$ cat config.mk
export PLATFORM = sky130hd
export DESIGN_NAME = snd_wavetable
export DESIGN_NICKNAME = d
export VERILOG_FILES = /design/src/rtl/snd_wt_pkg.sv /design/src/rtl/snd_wt_ram.sv /design/src/rtl/snd_wavetable.sv
export SDC_FILE = /design/constraint.sdc
export NUM_CORES = 2
export LEC_CHECK = 0
export CAP_MARGIN = 15
export CORE_MARGIN = 5
export CORE_UTILIZATION = 50
export CTS_CLUSTER_SIZE = 12
export DETAILED_ROUTE_END_ITERATION = 16
export PLACE_DENSITY_LB_ADDON = 0.25
export SLEW_MARGIN = 20
export SYNTH_ARGS = -nofsm -noshare
export SYNTH_HDL_FRONTEND = slang
export SYNTH_SLANG_ARGS = --single-unit
export TNS_END_PERCENT = 10
$ cat constraint.sdc
create_clock -name clk -period 9.2 [get_ports clk]
set_input_delay 0.92 -clock clk [delete_from_list [all_inputs] [get_ports clk]]
set_output_delay 0.92 -clock clk [all_outputs]
set_load 0.05 [all_outputs]
$ cat src/rtl/snd_wt_pkg.sv
// Shared constants, sequencer step encoding and helpers for the wavetable sound block.
package snd_wt_pkg;

  localparam logic [2:0] FREQ_L  = 3'd0;
  localparam logic [2:0] PHASE_L = 3'd1;
  localparam logic [2:0] FREQ_M  = 3'd2;
  localparam logic [2:0] PHASE_M = 3'd3;
  localparam logic [2:0] FREQ_H  = 3'd4;
  localparam logic [2:0] PHASE_H = 3'd5;
  localparam logic [2:0] WAVE    = 3'd6;
  localparam logic [2:0] VOL     = 3'd7;

  localparam logic [4:0] ADDR_PORT = 5'h1F;
  localparam logic [4:0] DATA_PORT = 5'h09;

  typedef enum logic [3:0] {
    S0, S1, S2, S3, S4, S5, S6, S7,
    S8, S9, S10, S11, S12, S13, S14, S15
  } step_t;

  // Wave length in samples: 256 - 4*len (len = 0 gives the full 256).
  function automatic logic [8:0] wave_len(input logic [5:0] len);
    return 9'd256 - {1'b0, len, 2'b00};
  endfunction

endpackage

$ cat src/rtl/snd_wt_ram.sv
// Byte RAM: one write port, two independently enabled registered read ports.
module snd_wt_ram #(
  parameter int RAM_AW = 7
) (
  input  logic              clk,
  input  logic              rst_n,
  input  logic              we,
  input  logic [RAM_AW-1:0] waddr,
  input  logic [7:0]        wdata,
  input  logic              a_en,
  input  logic [RAM_AW-1:0] a_addr,
  output logic [7:0]        a_data,
  input  logic              b_en,
  input  logic [RAM_AW-1:0] b_addr,
  output logic [7:0]        b_data
);

  logic [7:0] mem [0:2**RAM_AW-1];

  always_ff @(posedge clk) begin
    if (we) mem[waddr] <= wdata;
  end

  // Only the output registers are reset; contents survive reset.
  always_ff @(posedge clk or negedge rst_n) begin
    if (!rst_n) begin
      a_data <= 8'd0;
      b_data <= 8'd0;
    end else begin
      if (a_en) a_data <= mem[a_addr];
      if (b_en) b_data <= mem[b_addr];
    end
  end

endmodule

$ cat src/rtl/snd_wavetable.sv
// Wavetable expansion-audio block: CPU address/data port into shared RAM plus
// a 16-step-per-channel sequencer producing per-slot samples and a frame mix.
module snd_wavetable
  import snd_wt_pkg::*;
#(
  parameter int NCH    = 8,
  parameter int RAM_AW = 7,
  parameter int MIX_W  = 11
) (
  input  logic             clk,
  input  logic             rst_n,
  input  logic             snd_tick,
  input  logic             cpu_stb,
  input  logic             cpu_rw,
  input  logic [4:0]       cpu_addr_hi,
  input  logic [7:0]       cpu_din,
  output logic [7:0]       cpu_dout,
  output logic [7:0]       vol,
  output logic [MIX_W-1:0] mix,
  output logic             mix_vld
);

  localparam int DEPTH = 2**RAM_AW;

  logic [RAM_AW-1:0] ptr;
  logic              auto_inc;
  logic              addr_sel, data_sel, cpu_we, cpu_re;

  step_t             step;
  logic [2:0]        ch;
  logic [3:0]        n_act;
  logic [17:0]       freq;
  logic [23:0]       phase;
  logic [7:0]        phase_old;
  logic [5:0]        len;
  logic [7:0]        wave_addr;
  logic [3:0]        ch_vol;
  logic              nib_sel;
  logic [3:0]        sample;
  logic [MIX_W-1:0]  acc;

  logic [RAM_AW-1:0] base, seq_raddr, seq_waddr;
  logic [7:0]        seq_wdata, seq_rdata, wsum, prod;
  logic              wb_step, seq_we, hold, last_ch;
  logic [23:0]       psum, phase_calc;
  logic [8:0]        wlen;
  logic [3:0]        req_cnt;

  assign addr_sel = cpu_stb && (cpu_addr_hi == ADDR_PORT);
  assign data_sel = cpu_stb && (cpu_addr_hi == DATA_PORT);
  assign cpu_we   = data_sel && !cpu_rw;
  assign cpu_re   = data_sel && cpu_rw;

  always_ff @(posedge clk or negedge rst_n) begin
    if (!rst_n) begin
      ptr      <= '0;
      auto_inc <= 1'b0;
    end else if (addr_sel && !cpu_rw) begin
      ptr      <= cpu_din[RAM_AW-1:0];
      auto_inc <= cpu_din[7];
    end else if (data_sel && auto_inc) begin
      ptr <= ptr + 1'b1;
    end
  end

  assign base    = RAM_AW'(DEPTH - 8 * (32'(ch) + 1));
  // Sample is addressed with the phase as fetched at the start of the slot.
  assign wsum    = phase_old + wave_addr;
  assign wb_step = (step == S10) || (step == S11) || (step == S12);
  assign seq_we  = snd_tick && wb_step && !cpu_we;
  assign hold    = snd_tick && wb_step && cpu_we;

  always_comb begin
    seq_raddr = base + RAM_AW'(step[2:0]);
    if (step == S13) seq_raddr = RAM_AW'(wsum[7:1]);
  end

  always_comb begin
    seq_waddr = base + RAM_AW'(PHASE_H);
    seq_wdata = phase[23:16];
    if (step == S10) begin
      seq_waddr = base + RAM_AW'(PHASE_L);
      seq_wdata = phase[7:0];
    end else if (step == S11) begin
      seq_waddr = base + RAM_AW'(PHASE_M);
      seq_wdata = phase[15:8];
    end
  end

  snd_wt_ram #(.RAM_AW(RAM_AW)) u_ram (
    .clk    (clk),
    .rst_n  (rst_n),
    .we     (cpu_we || seq_we),
    .waddr  (cpu_we ? ptr : seq_waddr),
    .wdata  (cpu_we ? cpu_din : seq_wdata),
    .a_en   (cpu_re),
    .a_addr (ptr),
    .a_data (cpu_dout),
    .b_en   (snd_tick),
    .b_addr (seq_raddr),
    .b_data (seq_rdata)
  );

  assign psum       = phase + {6'd0, freq};
  assign wlen       = wave_len(len);
  assign phase_calc = ({1'b0, psum[23:16]} >= wlen) ?
                      {psum[23:16] - wlen[7:0], psum[15:0]} : psum;
  assign prod       = {4'd0, sample} * {4'd0, ch_vol};
  assign last_ch    = ({1'b0, ch} == (n_act - 4'd1));
  assign req_cnt    = {1'b0, seq_rdata[6:4]} + 4'd1;

  always_ff @(posedge clk or negedge rst_n) begin
    if (!rst_n) begin
      step      <= S0;
      ch        <= 3'd0;
      n_act     <= 4'd1;
      freq      <= '0;
      phase     <= '0;
      phase_old <= '0;
      len       <= '0;
      wave_addr <= '0;
      ch_vol    <= '0;
      nib_sel   <= 1'b0;
      sample    <= '0;
      acc       <= '0;
      vol       <= '0;
      mix       <= '0;
      mix_vld   <= 1'b0;
    end else begin
      mix_vld <= 1'b0;
      if (snd_tick && !hold) begin
        step <= step_t'(step + 4'd1);
        case (step)
          S1: freq[7:0]   <= seq_rdata;
          S2: phase[7:0]  <= seq_rdata;
          S3: freq[15:8]  <= seq_rdata;
          S4: phase[15:8] <= seq_rdata;
          S5: {len, freq[17:16]} <= seq_rdata;
          S6: begin
            phase[23:16] <= seq_rdata;
            phase_old    <= seq_rdata;
          end
          S7: wave_addr <= seq_rdata;
          S8: begin
            ch_vol <= seq_rdata[3:0];
            // Channel 0's last byte is the top RAM byte: frame-start count sample.
            if (ch == 3'd0) n_act <= (req_cnt > 4'(NCH)) ? 4'(NCH) : req_cnt;
          end
          S9:  phase   <= phase_calc;
          S13: nib_sel <= wsum[0];
          S14: sample  <= nib_sel ? seq_rdata[7:4] : seq_rdata[3:0];
          S15: begin
            vol <= prod;
            if (last_ch) begin
              mix     <= acc + MIX_W'(prod);
              mix_vld <= 1'b1;
              acc     <= '0;
              ch      <= 3'd0;
            end else begin
              acc <= acc + MIX_W'(prod);
              ch  <= ch + 3'd1;
            end
          end
          default: ;
        endcase
      end
    end
  end

endmodule

# == Word-level counts from Yosys, hierarchy flattened ==
# Memories as Yosys holds them, arrays and structs flattened. A register that Yosys moved wholly into a read port is not among the register bits.
# Index checks and enable logic that the tools add are counted.
# word_totals
output_inout_bits,28
word_cells,118
register_bits,123
inputBits,18
ramBits,1024
n_memories,1
# memory_table
memory,words,word_bits,rd,rd_clocked_by_memory_dff,write_ports,line,source
u_ram.mem,128,8,2,2,1,snd_wt_ram.sv:18,logic [7:0] mem [0:2**RAM_AW-1];
# classes
n_eq_ne,18
n_mux,22
reduce_logical,37
mul,1
order_cmp,2
addsub,16
# ops
operator,n
$pmux W8 S2,3
$mux W7,6
$eq A4 B4 Y1 const B,8
$add A24 B18 Y24,1
$mux W24,1
$mux W8,3
$reduce_and A2 Y1,12
$eq A4 B3 Y1 const B,4
$add A7 B1 Y7 const B,2
$add A11 B8 Y11,1
$mux W11,1
$logic_and A1 B1 Y1,10
$ge A8 B9 Y1,1
$sub A9 B8 Y9 const A,1
$add A3 B1 Y4 const B,2
$add A8 B8 Y8,1
$eq A4 B2 Y1 const B,2
$mul A4 B4 Y8,1
$mux W4,2
$reduce_bool A2 Y1,4
$sub A8 B8 Y8,1
$add A7 B2 Y7 const B,1
$add A7 B3 Y7,1
$add A7 B3 Y7 const B,1
15 further kinds,26

# == Depth between registers and ports, before layout ==
# depth
depth_word,8
mapped_depth,19
ltp_nobuf,19

# == Modules after synthesis ==
# Synthesis repeated with hierarchy kept, for this count alone.
# unflattened
cells_unflattened,3669
hier_area_um2,57556.5
# modules_own_cells
mod,cells_each,seq_area_each_um2,n_inst,area_per_inst_um2
snd_wt_ram,2804,31149.9,1,49434.9
snd_wavetable,865,3079.2,1,8121.5

# == Worst setup path after synthesis ==
# OpenSTA, ideal clock, no wires.
# synth_path
path_type,input -> register
startpoint,input port cpu_addr_hi[1]
endpoint,memory u_ram.mem[0][0] (data pin)
slack_ps,717
path_buffers,2
setup_time_ps,1197
arrival_time_ps,7286
cell_stages,6
required_time_ps,8003
path_cell_list,nor4_1 > nor2b_1 > clkbuf_1 > buf_1 > a221oi_1 > o21ai_0
# synth_between
elab_chain_cells,4
# synth_lines
item,line,source
start: declaration,snd_wavetable.sv:15,"input logic [4:0] cpu_addr_hi,"
$eq A5 B4 Y1,snd_wavetable.sv:50,assign data_sel = cpu_stb && (cpu_addr_hi == DATA_PORT);
$logic_and A1 B1 Y1,snd_wavetable.sv:50,
$logic_and A1 B1 Y1,snd_wavetable.sv:51,assign cpu_we = data_sel && !cpu_rw;
$mux W8,snd_wavetable.sv:95,".wdata (cpu_we ? cpu_din : seq_wdata),"
via u_ram.wdata[0],snd_wt_ram.sv:9,"input logic [7:0] wdata,"
end: declaration,snd_wt_ram.sv:18,
# The timed path passes the listed nets, and every way through them passes these cells.

# == Worst setup path after layout ==
# layout_path
startpoint,register step[1]
endpoint,register u_ram.b_data[6] (read register of u_ram.mem)
# layout_between
elab_chain_cells,2
word_cells_on_any_way,3
classes_between,add/sub: 1; eq/ne: 1; mux: 1
# layout_lines
item,line,source
start: declaration,snd_wavetable.sv:29,step_t step;
start signal: assignment,snd_wavetable.sv:132,step <= step_t'(step + 4'd1);
$add A7 B3 Y7 / $eq A4 B4 Y1 (equally long branches),"snd_wavetable.sv:74, snd_wavetable.sv:75",
$mux W7 (*),snd_wavetable.sv:75,if (step == S13) seq_raddr = RAM_AW'(wsum[7:1]);
end: declaration,snd_wt_ram.sv:15,output logic [7:0] b_data
# Mark *: on every way between the ends. The rest lies on a longest branch, timed or not.
# A chain may end at the register's enable or synchronous reset.

==> summary.md <==
| Metric | Value |
|---|---|
| Outcome | `completed` |
| Tot GR Track Use | `~30%` |
| Hold Buf Count CTS | `0` |
| Clock-pin slew on the worst setup and hold paths | `0.07 ns` |
| Clk buf depth | `3` |
| Critical Path AT | `between 5 and 6 ns` |
| Synth Area in Simple Gates | `approximately 12%` |
| Setup Fix Bufs, Post-CTS | `0` |
| Share of cells above drive strength 1 | `15.7%` |
| Total power | `0.0222 W` |
| Multi-input combinational cell area | `roughly 22000 µm²` |
| Vias in the first global route | `between 30000 and 40000` |
| RSZ-0062 raised after global routing | `no` |
| YS warnings | `0` |
| DRC errors left | `0` |
| Power per cell area | `354 nW/µm²` |
| Startpoint Class | `register` |
| Setup CP Type | `reg2reg` |
| Final hold vios | `0` |
| Die X | `349 µm` |
| CP Max Fanout | `57` |
| Ys async rst share | `approximately an eighth` |
| Die height | `approximately 350 µm` |
| Final Cycle Share | `56.1%` |
| Peak supply drop | `431 µV` |
| Slew @ Worst Pin | `1.11 ns` |
| Antenna violations before repair | `10` |
| CTS sink cnt | `1163` |
| Sequential share of the synthesized area | `slightly below 60%` |
| Clk_lat worst skew | `0.74 ns` |
| FP Rows | `about 120` |
| Mux share of post-synthesis cell area | `17.0%` |
| Average size of a mapped cell | `between 10 and 15 µm²` |
| Num CTS Buffers | `between 100 and 150` |
| First-pass GRT wire length | `263000 µm` |
| Fillers | `roughly 9200` |
| Final Skew | `0.0455 ns` |
| Mean routed wirelength per cell | `~31 µm` |
| Final worst slack | `4.04 ns` |
| Detail-routed via count per cell | `~7` |
| Worst slew margin | `between 20% and 30%` |
| Core area | `~110000 µm²` |
| CTS root buf | `clkbuf_16` |
| Crit path required time | `9.82 ns` |
| Number of enable flip-flop cells after synthesis | `approximately 1000` |
| Number of max-cap violations | `0` |
| Post-synthesis instance total | `about 4200` |
| CTS H-Tree Depth | `3` |
| Most frequent cells in the layout | `edfxtp_1 (1024), nand2_1 (746), nand3_1 (376), mux4_2 (342), nor2_1 (187)` |
| Initial Util | `between 50 and 60%` |
| Final Max Tran Viols | `0` |
| Placer Congestion | `0.949` |
| Total negative slack | `0 ns` |
| Fin crit period | `just over 5 ns` |
| Final #Nets | `around 4200` |
| Overall routed net length | `around 180000 µm` |
| Net Count, Synth | `~4300` |
| Vias | `around 40000` |
| Routed Antenna Nets | `0` |
| Top_reg_cell synth | `edfxtp_1` |
| Largest net degree at the start of global routing | `about 150` |
| Hold_ws | `0.251 ns` |
| Setup slack at placement | `about 3.8 ns` |
| Final setup violation count | `0` |
| CP endpoint kind | `register` |
| Leak | `about 21 nW` |
| Post-CTS sizing | `0` |
| Final instance area | `~63000 µm²` |
| Grt total ovfl | `0` |
| Post-DP HPWL | `116000 µm` |
| Synth Area in XOR/XNOR | `less than 1%` |
| Synth cell types | `76` |
| DP Area | `between 50000 and 60000 µm²` |
| Synth Cell Area | `around 57000 µm²` |
| Syn-to-layout area delta | `9.34%` |
| IO Port Bufs | `45` |
| Fmax | `between 150 and 200 MHz` |
| Adder-Cell Fraction of Synth Area | `1.63%` |
| Synthesized flop and latch total | `1163` |
| Largest family of logic cells by synthesized area | `multiplexers` |
| Commonest non-fill, non-tap cell in the layout | `edfxtp_1` |
| Die area | `roughly 120000 µm²` |
| Post-synthesis compound-gate area fraction | `under 10%` |
| I/O pin count | `46` |
| Initial detailed-routing violation count | `6349` |
| CTS tree | `done` |
| 1st-pass router iterations | `8` |
| FF/Latch Area | `about 34000 µm²` |
| Min-Delay Path Class | `in2async` |
through the flow:
step | cells | util (%)
4_1_cts | 5749 | 55.0
3_5_place_dp | 5548 | 51.8
5_1_grt | 5750 | 55.0
6_report | 5751 | 55.0
3_3_place_gp | 5548 | 51.8
2_1_floorplan | 4239 | -
path summary, 6_finish.rpt:
kind                            startpoint         endpoint  slack [ns]  depth (start not counted)
min in group clk           u_ram.a_data[6]  u_ram.a_data[6]        0.48                          2
hold / removal                       rst_n           mix[8]        0.25                          1
max in group asynchronous            rst_n           ptr[1]        7.47                          2
setup reg to reg                   step[1]  u_ram.b_data[6]        4.04                         12
setup / recovery                   step[1]  u_ram.b_data[6]        4.04                         12
hold reg to reg            u_ram.a_data[6]  u_ram.a_data[6]        0.48                          2
cell type report:
type / count / share of cell area [%]
well taps: 1512 / 3.01
repair buffers: 106 / 1.69
multi-input cells: 2738 / 34.9
clock inverters: 34 / 0.482
inverters: 30 / 0.179
diodes: 1 / 0.00399
flip-flops and latches: 1163 / 54.6
clock buffers: 167 / 5.20
sequential cells by signal (all words and copies together) (netlist names):
signal        count
acc              11
auto_inc          1
ch                3
ch_vol            4
freq             18
len               6
mix              11
mix_vld           1
n_act             4
nib_sel           1
phase            24
phase_old         8
ptr               7
sample            4
step              4
u_ram.a_data      8
u_ram.b_data      8
u_ram.mem      1024
vol               8
wave_addr         8
cell families (layout without fill, tap and decap cells):
family | Yosys count | after routing
AO/OA/AOI/OAI | 563 | 563
XOR/XNOR | 58 | 58
adder cells (fa/ha/maj) | 70 | 70
buffers and inverters | 338 | 337
flip-flops | 1163 | 1163
multiplexers | 541 | 541
other | 0 | 1
AND/OR/NAND/NOR | 1506 | 1506
critical path, stage by stage (launching register included):
cell	delay, ns
dfrtp_1	0.50
inv_1	0.17
ha_1	0.31
nand3_1	0.65
nand2_1	0.24
o41ai_1	0.13
nor3_4	0.47
buf_4	0.66
and2_0	0.53
nand2_1	0.32
nor4_1	0.50
nor4b_1	0.17
a221o_1	0.29
synth_stat cells (12+ instances only):
master    count  share of area [%]
nor3_1       26               0.23
a21o_1       19               0.25
clkbuf_1    134               0.88
a211oi_1     18               0.24
a221oi_1     67                1.0
mux4_2      342                 13
buf_1        42               0.27
xnor2_1      39               0.59
buf_4        20               0.26
and3_1       52               0.57
mux2i_1     134                2.3
and2_1       21               0.23
xor2_1       19               0.29
nand2_1     751                4.9
o22ai_1      26               0.28
inv_1        30               0.20
mux2_2       65                1.3
buf_2       111               0.97
o21ai_0     136                1.2
a311oi_1     21               0.32
dfrtp_1     138                6.0
nand3_1     377                3.3
ha_1         62                1.4
nor4_1       12               0.13
a221o_1      50               0.87
nand4_1      21               0.23
a21oi_1     119                1.0
a31oi_1      22               0.24
edfxtp_1   1024                 54
nor2_1      187                1.2
power by group:
part,internal [W],leakage (nW),switching [W]
Combinational,0.00311,8.45,0.00731
Clock,0.00253,1.74,0.00202
Sequential,0.00688,11.0,0.000393
layer usage:
metal	GRT usage (%)	vias up	routed length, µm
met5	0.392	-	84
met4	10.9	12	7260
met3	7.20	390	24100
met2	43.8	2982	81100
met1	41.6	20000	68500
li1	-	16300	-
No activity file was read; power rests on OpenSTA's default activity.
